$ cat config.mk
export PLATFORM = sky130hd
export DESIGN_NAME = universal_shift_reg
export DESIGN_NICKNAME = d
export VERILOG_FILES = /design/src/rtl/usr_pkg.sv /design/src/rtl/usr_frame_counter.sv /design/src/rtl/universal_shift_reg.sv
export SDC_FILE = /design/constraint.sdc
export NUM_CORES = 1
export LEC_CHECK = 0
export ABC_AREA = 1
export BUFFER_PORTS_ARGS = -buffer_cell sky130_fd_sc_hd__buf_2
export CORE_ASPECT_RATIO = 0.9
export CORE_MARGIN = 3
export CORE_UTILIZATION = 35
export DETAILED_ROUTE_END_ITERATION = 8
export GPL_ROUTABILITY_DRIVEN = 0
export SLEW_MARGIN = 20
export SYNTH_ARGS = -nofsm -noshare
export SYNTH_HDL_FRONTEND = slang
export SYNTH_HIERARCHICAL = 1
export SYNTH_SLANG_ARGS = --single-unit
export TNS_END_PERCENT = 1
$ cat constraint.sdc
create_clock -name CLK -period 1.3 [get_ports CLK]
set_input_delay 0 -clock CLK [delete_from_list [all_inputs] [get_ports CLK]]
set_output_delay 0 -clock CLK [all_outputs]
set_load 0.02 [all_outputs]
$ cat src/rtl/usr_pkg.sv
// Shared mode encodings for the universal shift register.
package usr_pkg;

   localparam int MODE_W = 3;

   typedef enum logic [MODE_W-1:0] {
      MODE_HOLD = 3'd0,
      MODE_SHR  = 3'd1,
      MODE_SHL  = 3'd2,
      MODE_ROR  = 3'd3,
      MODE_ROL  = 3'd4,
      MODE_LOAD = 3'd5,
      MODE_ASR  = 3'd6,
      MODE_RSVD = 3'd7
   } mode_e;

endpackage

$ cat src/rtl/usr_frame_counter.sv
// Counts shifts modulo BITS and emits a registered one-cycle done pulse on wrap.
module usr_frame_counter #(
   parameter int BITS = 4
) (
   input  logic                    CLK,
   input  logic                    RST,
   input  logic                    step,
   input  logic                    clear,
   output logic [$clog2(BITS)-1:0] cnt,
   output logic                    done
);

   localparam int CW = $clog2(BITS);
   localparam logic [CW-1:0] LAST = CW'(BITS - 1);

   always_ff @(posedge CLK or posedge RST) begin
      // NOTE: non-blocking assignments so every flop samples pre-edge values.
      if (RST) begin
         cnt  <= '0;
         done <= 1'b0;
      end else if (clear) begin
         cnt  <= '0;
         done <= 1'b0;
      end else if (step) begin
         if (cnt == LAST) begin
            cnt  <= '0;
            done <= 1'b1;
         end else begin
            cnt  <= cnt + 1'b1;
            done <= 1'b0;
         end
      end else begin
         done <= 1'b0;
      end
   end

endmodule

$ cat src/rtl/universal_shift_reg.sv
// Universal shift register: shift/rotate/load data path plus frame counting.
// Define USR_ARITH_SHIFT_EN to enable mode 6 (arithmetic shift right).
module universal_shift_reg
   import usr_pkg::*;
#(
   parameter int BITS = 4
) (
   input  logic                    CLK,
   input  logic                    RST,
   input  logic                    en,
   input  logic [MODE_W-1:0]       mode,
   input  logic                    sin_r,
   input  logic                    sin_l,
   input  logic [BITS-1:0]         pin,
   output logic [BITS-1:0]         pout,
   output logic                    so_r,
   output logic                    so_l,
   output logic [$clog2(BITS)-1:0] cnt,
   output logic                    done
);

   logic [BITS-1:0] data_q;
   logic [BITS-1:0] data_d;
   logic            is_shift;
   logic            is_load;

   always_comb begin
      // NOTE: defaults first so every path assigns every signal; no latch is inferred.
      data_d   = data_q;
      is_shift = 1'b0;
      is_load  = 1'b0;
      case (mode)
         MODE_SHR: begin
            data_d   = {sin_r, data_q[BITS-1:1]};
            is_shift = 1'b1;
         end
         MODE_SHL: begin
            data_d   = {data_q[BITS-2:0], sin_l};
            is_shift = 1'b1;
         end
         MODE_ROR: begin
            data_d   = {data_q[0], data_q[BITS-1:1]};
            is_shift = 1'b1;
         end
         MODE_ROL: begin
            data_d   = {data_q[BITS-2:0], data_q[BITS-1]};
            is_shift = 1'b1;
         end
         MODE_LOAD: begin
            data_d  = pin;
            is_load = 1'b1;
         end
`ifdef USR_ARITH_SHIFT_EN
         MODE_ASR: begin
            data_d   = {data_q[BITS-1], data_q[BITS-1:1]};
            is_shift = 1'b1;
         end
`endif
         default: ;
      endcase
   end

   always_ff @(posedge CLK or posedge RST) begin
      if (RST)     data_q <= '0;
      else if (en) data_q <= data_d;
   end

   // Gating with en here keeps the counter frozen and done low while disabled.
   usr_frame_counter #(
      .BITS (BITS)
   ) u_frame_counter (
      .CLK   (CLK),
      .RST   (RST),
      .step  (en & is_shift),
      .clear (en & is_load),
      .cnt   (cnt),
      .done  (done)
   );

   assign pout = data_q;
   assign so_r = data_q[0];
   assign so_l = data_q[BITS-1];

endmodule

==> results.py <==
metrics = {
    "timing": {
        "slew_violations": 0,
        "hold_viol": 0,
        "clock_skew_ps": 1.98,
        "worstMarginPinSlew_ps": 353,
        "fin_crit_ps": 957,
        "max_clock_freq_ghz": 1.04,
        "tns_ps": 0,
        "slew_headroom": 0.765,
        "rsz0062_at_grt": "false",
        "period_share": 0.736,
        "finalWorstSetupSlack_ps": 343,
        "hold_ws_ps": 57.2,
        "setup-violations-final": 0,
    },
    "pwr": {
        "comb_power_share": 0.391,
        "clockPowerShare": 0.228,
        "netSwitchingFraction": 0.412,
        "ir_worst_vdd_mv": 0.754,
        "p_sw_mw": 0.356,
        "p_int_mw": 0.507,
        "power.density_nw_per_um2": 1330,
        "seq_power_share": 0.381,
        "leakage_nw": 0.400,
    },
    "worst_setup_path": {
        "endpoint_kind": "register",
        "startpoint_type": "register",
        "crit_fanout": 4,
        "required_ps": 1440,
        "crit_type": "reg -> reg",
        "arrival_ps": 1100,
    },
    "cts": {
        "clock_latency_ps": 250,
        "cts_buffers": 3,
        "cts_tree": "built",
        "clk_pin_slew_ps": 50,
        "clockBufferDepth": 2,
        "h-tree-depth": 1,
        "post_cts_buffers": 0,
        "cts_root_buf": "clkbuf_4",
        "cts.sinks": 7,
    },
    "routing": {
        "initialDrtViolationCount": 8,
        "drt-total-wl_um": 1180,
        "antenna_left": 0,
        "drc": 0,
        "via_per_inst": 4.48,
        "vias": 511,
        "dr.pass1.iters": 4,
        "routedWlPerCell_um": 10.3,
    },
    "logic_synthesis": {
        "seq_area_frac_synth": 0.344,
        "synth_compound_area_frac": 0.0197,
        "synth_top_family_by_area": "simple AND/OR/NAND/NOR gates",
        "ys_ff_latch": 7,
        "synth_cells": 77,
        "syn-num-nets": 90,
        "synth_xor_area_frac": 0,
        "syn_area_per_cell_um2": 6.61,
        "synth_fa_ha_area_frac": 0.0246,
        "synth_area_um2": 509,
        "yosys_warnings": 6,
        "synthSimpleGateAreaFrac": 0.501,
        "synth_cell_types": 16,
        "muxShareOfSynthArea": 0,
    },
    "finish": {
        "layout.nets": 114,
        "nFillCells": 144,
        "postLayoutCoreUtil": 0.503,
        "drive_gt1_frac": 0.350,
        "area_growth_pct": 27.5,
        "diodes": 0,
    },
    "placement": {
        "port_buffers": 20,
        "dpl.hpwl_um": 975,
        "post-place-ws_ps": 270,
    },
    "grt": {
        "antenna_found_initial": 0,
        "first_global_vias": 448,
        "grt_max_degree": 7,
        "grt_util_all_layers": 0.133,
        "grt_overflow": 0,
        "grt_pass1_wl_um": 1860,
    },
    "floorplan": {
        "initial_utilization": 0.394,
        "core_um2": 1290,
        "die_area_um2": 1950,
        "fp.dieH_um": 42.2,
        "io_pins": 21,
        "num_rows": 12,
        "die_width_um": 46.2,
    },
    "job": {
        "maxCapViolCount": 0,
    },
    "worst_hold_path": {
        "hold_class": "in -> reg",
    },
    "run_status": {
        "outcome": "completed",
    },
}
[what timing repair did]
item	4_1_cts	5_1_grt
hold buffers	1	0
hold endpoints to repair	7	0
resized for setup	0	0
[metal layers]
layer  up-vias  global-route usage  routed length, µm
li1        286                   -                  -
met5         -                   0                  0
met3         2              0.0558                 76
met4         0              0.0682                 11
met1       209               0.175                601
met2        14               0.181                490
[registers in the layout, indices dropped and copies added, names as in the netlist]
name,count
u_frame_counter/done,1
pout,4
u_frame_counter/cnt,2
[path summary, 6_finish.rpt]
kind	slack [ps]	endpoint	cells past startpoint	startpoint
max in group asynchronous	970	pout[2]	3	RST
hold reg to reg	530	u_frame_counter/cnt[1]	2	u_frame_counter/cnt[1]
setup / recovery	340	u_frame_counter/cnt[1]	3	u_frame_counter/cnt[0]
min in group asynchronous	170	u_frame_counter/done	3	RST
hold / removal	60	pout[3]	5	pin[3]
setup reg to reg	340	u_frame_counter/cnt[1]	3	u_frame_counter/cnt[0]
[placed cells by master, fill, tap and decap left out]
cell type,instances
a21oi_1,1
buf_2,20
clkbuf_4,3
clkinv_2,1
dfrtp_1,7
dlygate4sd3_1,1
ha_1,1
inv_1,7
inv_2,4
nand2_1,26
nand2_2,3
nand2_4,2
nand3_1,8
nand3_2,1
nand3b_1,1
nand4_1,3
nor2_1,9
nor2_2,1
o21ai_1,1
[Yosys cell counts, drive strengths merged]
cell    count  area, µm²
a21oi       1       5.00
inv        11       41.3
nand4       3       18.8
ha          1       12.5
nand3b      1       7.51
nor2       10       40.0
o21ai       1       5.00
nand3       9       50.1
nand2      31        139
buf         2       15.0
dfrtp       7        175
[through the flow]
stage,instance area (µm²),std cells,total power [mW]
2_1_floorplan,509,77,0.556
3_3_place_gp,612,109,0.665
3_5_place_dp,612,109,0.670
4_1_cts,649,114,0.883
5_1_grt,649,114,0.931
6_report,649,114,0.863
[critical path, stage by stage, from the launching register on]
cell and delay (ps):
dfrtp_1 400, ha_1 310, nand3b_1 80, nand2_1 50
[layout make-up]
type,instances,area [µm²],share of cell area
clock buffer,3,22.5,0.0347
multi-input combinational,57,278,0.428
sequential,7,175,0.270
clock inverter,1,5.00,0.00771
inverter,11,41.3,0.0636
timing repair buffer,21,110,0.170
tap,14,17.5,0.0270
[cell families (layout without fill, tap and decap cells)]
family                     Yosys count  after routing
and+or+nand+nor                     54             54
buffers and inverters               13             36
AOI/OAI and AO/OA                    2              2
adders and majority gates            1              1
DFF                                  7              7
[power by group through the flow]
| stage | clock (mW) | combinational [mW] | sequential (mW) |
|---|---|---|---|
| after floorplan | 0 | 0.170 | 0.387 |
| after global placement | 0 | 0.331 | 0.334 |
| after detailed placement | 0 | 0.338 | 0.333 |
| after CTS | 0.212 | 0.341 | 0.330 |
| after global routing | 0.222 | 0.373 | 0.336 |
| final | 0.196 | 0.338 | 0.329 |
(Power assumes the default switching activity.)
